===== src/rtl/blit_pkg.sv =====
// Shared definitions for the sprite blitter: draw modes, FSM states and screen defaults.
package blit_pkg;

    localparam logic [1:0] MODE_OPAQUE   = 2'b00;
    localparam logic [1:0] MODE_TRANSP   = 2'b01;
    localparam logic [1:0] MODE_ERASE    = 2'b10;
    localparam logic [1:0] MODE_OPAQ_ALT = 2'b11;

    localparam int unsigned SCREEN_W_DEF = 160;
    localparam int unsigned SCREEN_H_DEF = 120;

    typedef enum logic [1:0] {
        ST_IDLE = 2'b00,
        ST_DRAW = 2'b01,
        ST_DONE = 2'b10
    } state_t;

endpackage


===== src/rtl/raster_counter.sv =====
// Row-major 2-D scan counter: col advances every enabled cycle, row advances on col wrap.
module raster_counter #(
    parameter int unsigned COLS = 8,
    parameter int unsigned ROWS = 8,
    localparam int unsigned CW  = (COLS > 1) ? $clog2(COLS) : 1,
    localparam int unsigned RW  = (ROWS > 1) ? $clog2(ROWS) : 1
) (
    input  logic          clk,
    input  logic          resetn,
    input  logic          clear,
    input  logic          en,
    output logic [CW-1:0] col,
    output logic [RW-1:0] row,
    output logic          last_c
);

    logic col_wrap_c;

    assign col_wrap_c = (col == CW'(COLS - 1));
    assign last_c     = col_wrap_c && (row == RW'(ROWS - 1));

    always_ff @(posedge clk) begin
        if (!resetn || clear) begin
            col <= '0;
            row <= '0;
        end else if (en) begin
            if (col_wrap_c) begin
                col <= '0;
                row <= (row == RW'(ROWS - 1)) ? '0 : row + RW'(1);
            end else begin
                col <= col + CW'(1);
            end
        end
    end

endmodule


===== src/rtl/sprite_blitter.sv =====
// Draws a 1-bit sprite into the VGA adapter one pixel per clock, with scaling,
// transparency/erase modes and screen-edge clipping.
module sprite_blitter
    import blit_pkg::*;
#(
    parameter int unsigned SPR_W      = 8,
    parameter int unsigned SPR_H      = 8,
    parameter int unsigned SCALE_LOG2 = 0,
    parameter int unsigned X_W        = 8,
    parameter int unsigned Y_W        = 7,
    parameter int unsigned COL_W      = 3,
    parameter int unsigned SCREEN_W   = SCREEN_W_DEF,
    parameter int unsigned SCREEN_H   = SCREEN_H_DEF
) (
    input  logic                   clk,
    input  logic                   resetn,
    input  logic                   start,
    input  logic                   abort,
    input  logic [1:0]             mode,
    input  logic [X_W-1:0]         base_x,
    input  logic [Y_W-1:0]         base_y,
    input  logic [SPR_W*SPR_H-1:0] bitmap,
    input  logic [COL_W-1:0]       fg_colour,
    input  logic [COL_W-1:0]       bg_colour,
    output logic                   busy,
    output logic                   done,
    output logic [X_W-1:0]         vga_x,
    output logic [Y_W-1:0]         vga_y,
    output logic [COL_W-1:0]       vga_colour,
    output logic                   plot
);

    localparam int unsigned COLS   = SPR_W << SCALE_LOG2;
    localparam int unsigned ROWS   = SPR_H << SCALE_LOG2;
    localparam int unsigned N_BITS = SPR_W * SPR_H;
    localparam int unsigned CW     = (COLS > 1) ? $clog2(COLS) : 1;
    localparam int unsigned RW     = (ROWS > 1) ? $clog2(ROWS) : 1;
    localparam int unsigned IDX_W  = (N_BITS > 1) ? $clog2(N_BITS) : 1;

    state_t              state;
    logic [1:0]          mode_q;
    logic [X_W-1:0]      base_x_q;
    logic [Y_W-1:0]      base_y_q;
    logic [N_BITS-1:0]   bitmap_q;
    logic [COL_W-1:0]    fg_q;
    logic [COL_W-1:0]    bg_q;
    logic                scan_end;

    logic [CW-1:0]       col;
    logic [RW-1:0]       row;
    logic                last_c;
    logic                cnt_clear_c;
    logic                cnt_en_c;

    logic [IDX_W-1:0]    bit_idx_c;
    logic                src_bit_c;
    logic [X_W:0]        x_sum_c;
    logic [Y_W:0]        y_sum_c;
    logic                visible_c;
    logic                pix_plot_c;
    logic [COL_W-1:0]    pix_colour_c;

    // Counter is held at the origin while idle so a new draw always starts at pixel 0.
    assign cnt_clear_c = (state == ST_IDLE);
    assign cnt_en_c    = (state == ST_DRAW) && !abort && !scan_end;

    raster_counter #(
        .COLS (COLS),
        .ROWS (ROWS)
    ) u_raster (
        .clk    (clk),
        .resetn (resetn),
        .clear  (cnt_clear_c),
        .en     (cnt_en_c),
        .col    (col),
        .row    (row),
        .last_c (last_c)
    );

    // Source bit select, screen coordinate, clip and colour for the current scan position.
    always_comb begin
        bit_idx_c    = IDX_W'(N_BITS - 1)
                     - (IDX_W'(row >> SCALE_LOG2) * IDX_W'(SPR_W) + IDX_W'(col >> SCALE_LOG2));
        src_bit_c    = bitmap_q[bit_idx_c];
        x_sum_c      = (X_W + 1)'(base_x_q) + (X_W + 1)'(col);
        y_sum_c      = (Y_W + 1)'(base_y_q) + (Y_W + 1)'(row);
        visible_c    = !x_sum_c[X_W] && (x_sum_c < (X_W + 1)'(SCREEN_W))
                    && !y_sum_c[Y_W] && (y_sum_c < (Y_W + 1)'(SCREEN_H));
        pix_plot_c   = visible_c;
        pix_colour_c = src_bit_c ? fg_q : bg_q;
        unique case (mode_q)
            MODE_TRANSP: begin
                pix_plot_c   = visible_c && src_bit_c;
                pix_colour_c = fg_q;
            end
            MODE_ERASE: begin
                pix_colour_c = bg_q;
            end
            MODE_OPAQUE, MODE_OPAQ_ALT: begin
                pix_colour_c = src_bit_c ? fg_q : bg_q;
            end
        endcase
    end

    // Control FSM with input latches and registered pixel outputs.
    always_ff @(posedge clk) begin
        if (!resetn) begin
            state      <= ST_IDLE;
            busy       <= 1'b0;
            done       <= 1'b0;
            plot       <= 1'b0;
            vga_x      <= '0;
            vga_y      <= '0;
            vga_colour <= '0;
            mode_q     <= '0;
            base_x_q   <= '0;
            base_y_q   <= '0;
            bitmap_q   <= '0;
            fg_q       <= '0;
            bg_q       <= '0;
            scan_end   <= 1'b0;
        end else begin
            unique case (state)
                ST_IDLE: begin
                    done <= 1'b0;
                    plot <= 1'b0;
                    if (start) begin
                        state    <= ST_DRAW;
                        busy     <= 1'b1;
                        scan_end <= 1'b0;
                        mode_q   <= mode;
                        base_x_q <= base_x;
                        base_y_q <= base_y;
                        bitmap_q <= bitmap;
                        fg_q     <= fg_colour;
                        bg_q     <= bg_colour;
                    end
                end
                ST_DRAW: begin
                    if (abort) begin
                        state <= ST_IDLE;
                        busy  <= 1'b0;
                        plot  <= 1'b0;
                    end else if (scan_end) begin
                        state <= ST_DONE;
                        done  <= 1'b1;
                        plot  <= 1'b0;
                    end else begin
                        vga_x <= x_sum_c[X_W-1:0];
                        vga_y <= y_sum_c[Y_W-1:0];
                        plot  <= pix_plot_c;
                        if (pix_plot_c) begin
                            vga_colour <= pix_colour_c;
                        end
                        if (last_c) begin
                            scan_end <= 1'b1;
                        end
                    end
                end
                ST_DONE: begin
                    state <= ST_IDLE;
                    done  <= 1'b0;
                    busy  <= 1'b0;
                end
                default: begin
                    state <= ST_IDLE;
                end
            endcase
        end
    end

endmodule


===== config.mk =====
export PLATFORM = sky130hd
export DESIGN_NAME = sprite_blitter
export DESIGN_NICKNAME = d
export VERILOG_FILES = /design/src/rtl/blit_pkg.sv /design/src/rtl/raster_counter.sv /design/src/rtl/sprite_blitter.sv
export SDC_FILE = /design/constraint.sdc
export NUM_CORES = 1
export LEC_CHECK = 0
export ABC_AREA = 1
export BUFFER_PORTS_ARGS = -buffer_cell sky130_fd_sc_hd__clkbuf_2
export CAP_MARGIN = 20
export CORE_UTILIZATION = 49
export DETAILED_ROUTE_END_ITERATION = 8
export PLACE_DENSITY = 0.85
export SYNTH_ARGS = -nofsm -noshare
export SYNTH_HDL_FRONTEND = slang
export SYNTH_SLANG_ARGS = --single-unit

===== constraint.sdc =====
create_clock -name clk -period 2.2 [get_ports clk]
set_clock_uncertainty 0.2 [all_clocks]
set_input_delay 0.22 -clock clk [delete_from_list [all_inputs] [get_ports clk]]
set_output_delay 0.22 -clock clk [all_outputs]
set_load 0.03 [all_outputs]

## Word level (Yosys, flattened, before mapping)

Cells that the tools add are included.

- Add/sub/neg operators: 6
- Order comparisons: 3
- Equality and inequality tests: 12
- Muxes and demuxes: 25
- Bitwise operators: 2
- Reductions and logical operators: 28

Operator list:

| kind | count |
|---|---|
| 1-bit 2-to-1 mux | 12 |
| 3-bit AND reduction | 4 |
| 8-bit by 3-bit adder with 9-bit output | 1 |
| 9-bit by 8-bit < comparator with 1-bit output, second input constant | 1 |
| 3-bit 2-to-1 mux | 3 |
| 3-bit case mux with 3 select lines | 1 |
| 7-bit by 3-bit adder with 8-bit output | 1 |
| 8-bit by 7-bit < comparator with 1-bit output, second input constant | 1 |
| 2-bit != test, second input constant | 4 |
| 1-bit logical AND | 7 |
| 6-bit by 7-bit < comparator with 1-bit output, second input constant | 1 |
| 3-bit by 1-bit adder with 3-bit output, second input constant | 2 |
| 6-bit by 3-bit adder with 6-bit output | 1 |
| 1-bit binary-select mux with 6-bit select | 1 |
| 2-bit == test, second input constant | 3 |
| 3-bit == test, second input constant | 2 |
| 2-bit 2-to-1 mux | 3 |
| 1-bit case mux with 2 select lines | 3 |
| 2-bit AND reduction | 3 |
| 6-bit subtractor, first input constant | 1 |
| 1-bit zero test | 5 |
| 2-bit by 1-bit == test with 1-bit output, second input constant | 2 |
| 2-bit zero test | 2 |
| 2-bit case mux with 2 select lines | 1 |
| other kinds (8) | 11 |

- Register bits after elaboration: 117

## Logic depth before layout (Yosys ltp)

- Word-level depth: 10
- Gate-level depth with buffers: 16
- Gate-level depth less buffers: 14

## Hierarchy

Synthesis repeated with hierarchy kept, for this count alone.

- Cell total of the unflattened synthesis: 767
- Area, all modules: 5,481.5 um2

By module, submodules not included:

| module | times used | cells each | area an instance (um2) |
|---|---|---|---|
| sprite_blitter | 1 | 721 | 5,151.2 |
| raster_counter | 1 | 46 | 330.3 |

## Worst setup path after synthesis

Ideal clock, no wire load.

- Path type: register -> register
- Start: register u_raster.row[0]
- End: register vga_colour[0]
- Library setup time: 0.070 ns
- Data arrival time: 2.092 ns
- Slack: -0.162 ns
- Cell stages (with the launch flop): 15
- Period minus slack after synthesis: 2.362 ns
- Path through: dfxtp_1 ha_1 inv_1 fa_1 o21bai_1 nand2_1 xor2_1 nor2_1 nand3_1 nand2_1 a21oi_1 o21ai_4 nand2_1 nand2_1 a21oi_1

- Cells in the longest elaborated chain, start to end: 7

Ends and longest elaborated chain:

| element | line | text |
|---|---|---|
| start: declaration | raster_counter.sv:13 | `output logic [RW-1:0] row,` |
| start signal: assignment | raster_counter.sv:29 | `row <= (row == RW'(ROWS - 1)) ? '0 : row + RW'(1);` |
| 6-bit by 3-bit adder with 6-bit output / 7-bit by 3-bit adder with 8-bit output (equally long branches) | sprite_blitter.sv:83, sprite_blitter.sv:86 |  |
| 6-bit subtractor / 1-bit zero test (equally long branches) | sprite_blitter.sv:83, sprite_blitter.sv:88 |  |
| 1-bit binary-select mux with 6-bit select / 1-bit logical AND (equally long branches) | sprite_blitter.sv:84, sprite_blitter.sv:88 |  |
| 1-bit 2-to-1 mux (implied by the code) / 1-bit logical AND (equally long branches) | sprite_blitter.sv:84, sprite_blitter.sv:88 |  |
| 1-bit logical AND | sprite_blitter.sv:93 | `pix_plot_c = visible_c && src_bit_c;` |
| 1-bit 2-to-1 mux | sprite_blitter.sv:91 | `unique case (mode_q)` |
| 4-bit AND reduction (no line) | - |  |
| end signal: assignment | sprite_blitter.sv:153 | `vga_colour <= pix_colour_c;` |
| end: declaration | sprite_blitter.sv:29 | `output logic [COL_W-1:0] vga_colour,` |

Several ways; a longest one is shown, not always the timed one. The select of a mux whose other input is x is not followed.
A chain may end at the register's enable or synchronous reset.

## Final worst setup path

- Start: register base_y_q[0]
- End: register vga_colour[1]

- Cells in the longest elaborated chain, start to end: 7

Ends and longest elaborated chain:

| element | line | text |
|---|---|---|
| start: declaration | sprite_blitter.sv:43 | `logic [Y_W-1:0] base_y_q;` |
| start signal: assignment | sprite_blitter.sv:133 | `base_y_q <= base_y;` |
| 7-bit by 3-bit adder with 8-bit output (*) | sprite_blitter.sv:86 | `y_sum_c = (Y_W + 1)'(base_y_q) + (Y_W + 1)'(row);` |
| branches (longest 2 deep; another with 8-bit by 7-bit < comparator with 1-bit output) | - |  |
| 1-bit logical AND (*) | sprite_blitter.sv:88 | `&& !y_sum_c[Y_W] && (y_sum_c < (Y_W + 1)'(SCREEN_H));` |
| 1-bit logical AND | sprite_blitter.sv:93 |  |
| 1-bit 2-to-1 mux (*) | sprite_blitter.sv:91 |  |
| 4-bit AND reduction (no line) (*) | - |  |

Mark *: on every way between the ends.

==> qor.txt <==
ROUTING
-------------------------------------------------------------------------------
Post-DRT Antenna Nets ............................................            0
Per-cell via count in the routed design ..........................         5.83
Drt pass-1 iters .................................................            6
Post-route DRC ...................................................            0
Vias .............................................................         6473
DRC marker count from the first detailed-route iteration .........          896
Final routed wire length divided by cell count ................... 18.0 microns
Detailed-route wire length ....................................... 19900 microns

SETUP PATH
-------------------------------------------------------------------------------
Maximum fanout along the worst path ..............................            5
Data arrival time at the worst-slack endpoint ....................      2.83 ns
Worst endpoint required time .....................................      2.47 ns
R2r worst-path depth .............................................           14
Cell with the largest stage delay on the worst path ..............         fa_2
Setup crit end kind ..............................................    flip-flop
Number of gates on the worst path with buffers counted ...........           14
Crit path launch type ............................................    flip-flop
Critical Setup Path Class ........................................   reg -> reg
Gate family responsible for the most delay along the worst path .. compound AO/OA/AOI/OAI gates
CP cell instances ................................................ ha_4 > inv_2 > fa_2 > o21bai_1 > nand2_1 > xor2_2 > nor2_1 > nand3_1 > nand2_1 > a21oi_2 > o21ai_4 > nand2_2 > nand2_2 > a21oi_2
Buf+Inv Stages, Crit Path ........................................            1
Largest incremental delay on the critical path ...................      0.37 ns

PLACEMENT
-------------------------------------------------------------------------------
Placed cell areas ................................................   6080 sq um
Count of port buffers added during placement .....................          111
Half-perimeter wire length after placement ....................... 9070 microns
Final weighted congestion of routability-driven global placement .        0.814
Number of instances in the placed design .........................          981

DIE
-------------------------------------------------------------------------------
Standard cell core area ..........................................  10500 sq um
Row Count ........................................................           37
Area enclosed by the die boundary ................................  11400 sq um
Starting Density .................................................        51.2%
Number of placed I/O pins ........................................          112
Die span in y ....................................................  107 microns
Horizontal extent of the die .....................................  107 microns

MIN PATH
-------------------------------------------------------------------------------
HP Class .........................................................   reg -> reg
Hold Path Cell Cnt ...............................................            2

FINISH
-------------------------------------------------------------------------------
Share of layout cells above drive strength 1 .....................        21.5%
Layout area overhead .............................................        43.5%
Inserted Diodes ..................................................            0
Finished Layout Cells ............................................         1110
Multi-input gate area ............................................   2730 sq um
Leading cell types in the layout, fill and taps excluded ......... nor2_1 (171), dfxtp_1 (113), clkbuf_2 (111)
Reg area .........................................................   2350 sq um
Area of all placed cells without fillers .........................   7730 sq um
Net count of the finished layout .................................         1071
Fill cell instance count of the final layout .....................          669
Most common cell after layout, fill and taps aside ...............       nor2_1

SYNTH
-------------------------------------------------------------------------------
Gate count after technology mapping ..............................          757
Net count after synthesis ........................................          867
Number of warnings reported in the yosys synthesis log ...........            0
Post-synthesis average cell area .................................   7.11 sq um
Number of unique standard cell types used by synthesis ...........           33
Flop and latch count out of synthesis ............................          117
Sequential area share after synthesis ............................        43.5%
Cell area after synthesis ........................................   5390 sq um

CTS
-------------------------------------------------------------------------------
Clock insertion delay at the later pin of the skew report ........      0.53 ns
Count of H-tree levels built during CTS ..........................            4
# clock sinks ....................................................          117
Clock tree buffer depth ..........................................            2
TritonCTS clock tree .............................................         done
Clock tree root driver cell ......................................     clkbuf_8
Clock transition at path regs ....................................      0.06 ns
Inserted Clock Buffers ...........................................           17

STATUS
-------------------------------------------------------------------------------
Outcome .......................................................... finished with violations
Violated checks .................................................. setup timing

TIMING
-------------------------------------------------------------------------------
Slew at the pin closest to its max-slew limit ....................     0.572 ns
Setup repair after global routing missed its margin ..............          yes
Final worst path period need .....................................      2.56 ns
Hold violation total from the final report .......................            0
Worst rel slew slack .............................................        61.9%
Final-report max-slew violation count ............................            0
Min setup slack post-route .......................................    -0.361 ns
Total negative setup slack .......................................     -1.22 ns
Final setup violation count ......................................            4
Maximum frequency from static timing analysis ....................      391 MHz
Period utilization ...............................................         116%

GRT
-------------------------------------------------------------------------------
Aggregate global routing overflow ................................            0
Vias in the first global route ...................................         6347
Total global routing track utilization ...........................        34.4%
Initial antenna violation count ..................................            0
Largest net degree at the start of global routing ................          103
First-pass GRT wire length ....................................... 30700 microns

PWR
-------------------------------------------------------------------------------
Worst-case vdd ir drop ...........................................       527 uV
Pwr/cell area ....................................................  838 nW/um^2
Leakage power summed over all cells ..............................   0.00352 uW

FLOW RUN
-------------------------------------------------------------------------------
Max-capacitance violation count ..................................            0

[worst min-delay path: stages (launching register included)]
cell	delay, ns
dfxtp_1	0.31
inv_1	0.07
a21oi_1	0.06
[state kept, by name (all words and copies together), names as in the netlist]
register and count:
bitmap_q 64, plot 1, fg_q 3, vga_colour 3, u_raster.col 3, base_y_q 7, state 2, base_x_q 8
vga_x 8, scan_end 1, done 1, bg_q 3, mode_q 2, u_raster.row 3, vga_y 7, busy 1
[Yosys cell counts (all sizes together)]
| cell type | n | area share (%) |
|---|---|---|
| nor2 | 177 | 12 |
| dfxtp | 117 | 43 |
| nand2 | 115 | 8.2 |
| o21ai | 109 | 10 |
| nand3 | 69 | 6.6 |
| inv | 46 | 3.3 |
| a21oi | 35 | 3.3 |
| clkbuf | 32 | 2.2 |
| ha | 17 | 3.9 |
| buf | 12 | 1.8 |
| xor2 | 8 | 1.3 |
| a211oi | 3 | 0.42 |
| o211ai | 3 | 0.42 |
| clkinv | 2 | 0.14 |
| fa | 2 | 0.74 |
| nand4 | 2 | 0.23 |
| a21boi | 1 | 0.14 |
| a41oi | 1 | 0.16 |
| and3 | 1 | 0.12 |
| nand3b | 1 | 0.14 |
| o211a | 1 | 0.19 |
| o21bai | 1 | 0.14 |
| or4 | 1 | 0.14 |
| xnor2 | 1 | 0.16 |
[layout make-up]
cell class                      instances  area share [%]
Multi-Input combinational cell        548            35.4
Tap cell                              136            2.20
Sequential cell                       117            30.4
Timing Repair Buffer                  229            21.9
Clock buffer                           21            6.07
Inverter                               48            2.43
Clock inverter                         11            1.62
[routing by layer]
layer | vias up | global-route usage (%) | part of all wire (%)
met5 | - | 0 | 0
met4 | 0 | 21.8 | 7.7
met3 | 170 | 9.24 | 9.6
met2 | 537 | 57.2 | 47
met1 | 2899 | 39.1 | 36
li1 | 2867 | - | -
[per-stage QoR]
stage	hold WS (ns)	utilization, %	setup WS [ns]	total power [uW]
after floorplan	0.187	-	0.0342	3170
after global placement	0.261	57.9	0.0107	3430
after detailed placement	0.265	57.9	-0.107	3460
after CTS	0.274	72.6	-0.0763	6270
after global routing	0.300	73.5	-0.456	6690
final	0.277	73.5	-0.361	6470
[power by group]
part,switching [uW],internal [uW]
clock network,1030,1730
registers,156,2350
logic,745,473
total,1930,4550
[path summary, 6_finish.rpt]
| check | startpoint | to | slack (ns) |
|---|---|---|---|
| setup / recovery | base_y_q[0] | vga_colour[1] | -0.36 |
| hold / removal | bg_q[1] | bg_q[1] | 0.28 |
| setup reg to reg | base_y_q[0] | vga_colour[1] | -0.36 |
| hold reg to reg | bg_q[1] | bg_q[1] | 0.28 |
[cells by family (layout without fill, tap and decap cells)]
group	count (synthesis)	after routing	share of synthesized area, %
compound gates	154	154	15.1
simple gates	366	366	27.9
fa+ha+maj	19	19	4.69
buf+inv	92	309	7.43
xor+xnor	9	9	1.46
flops	117	117	43.5
[timing repair]
action	CTS	global route
endpoints found under the setup margin	4	13
resized for setup	11	24
pin swaps	9	8
hold endpoints to repair	95	0
hold buffers	90	0
setup buffers	2	5
Power figures use the tool's default switching activity.
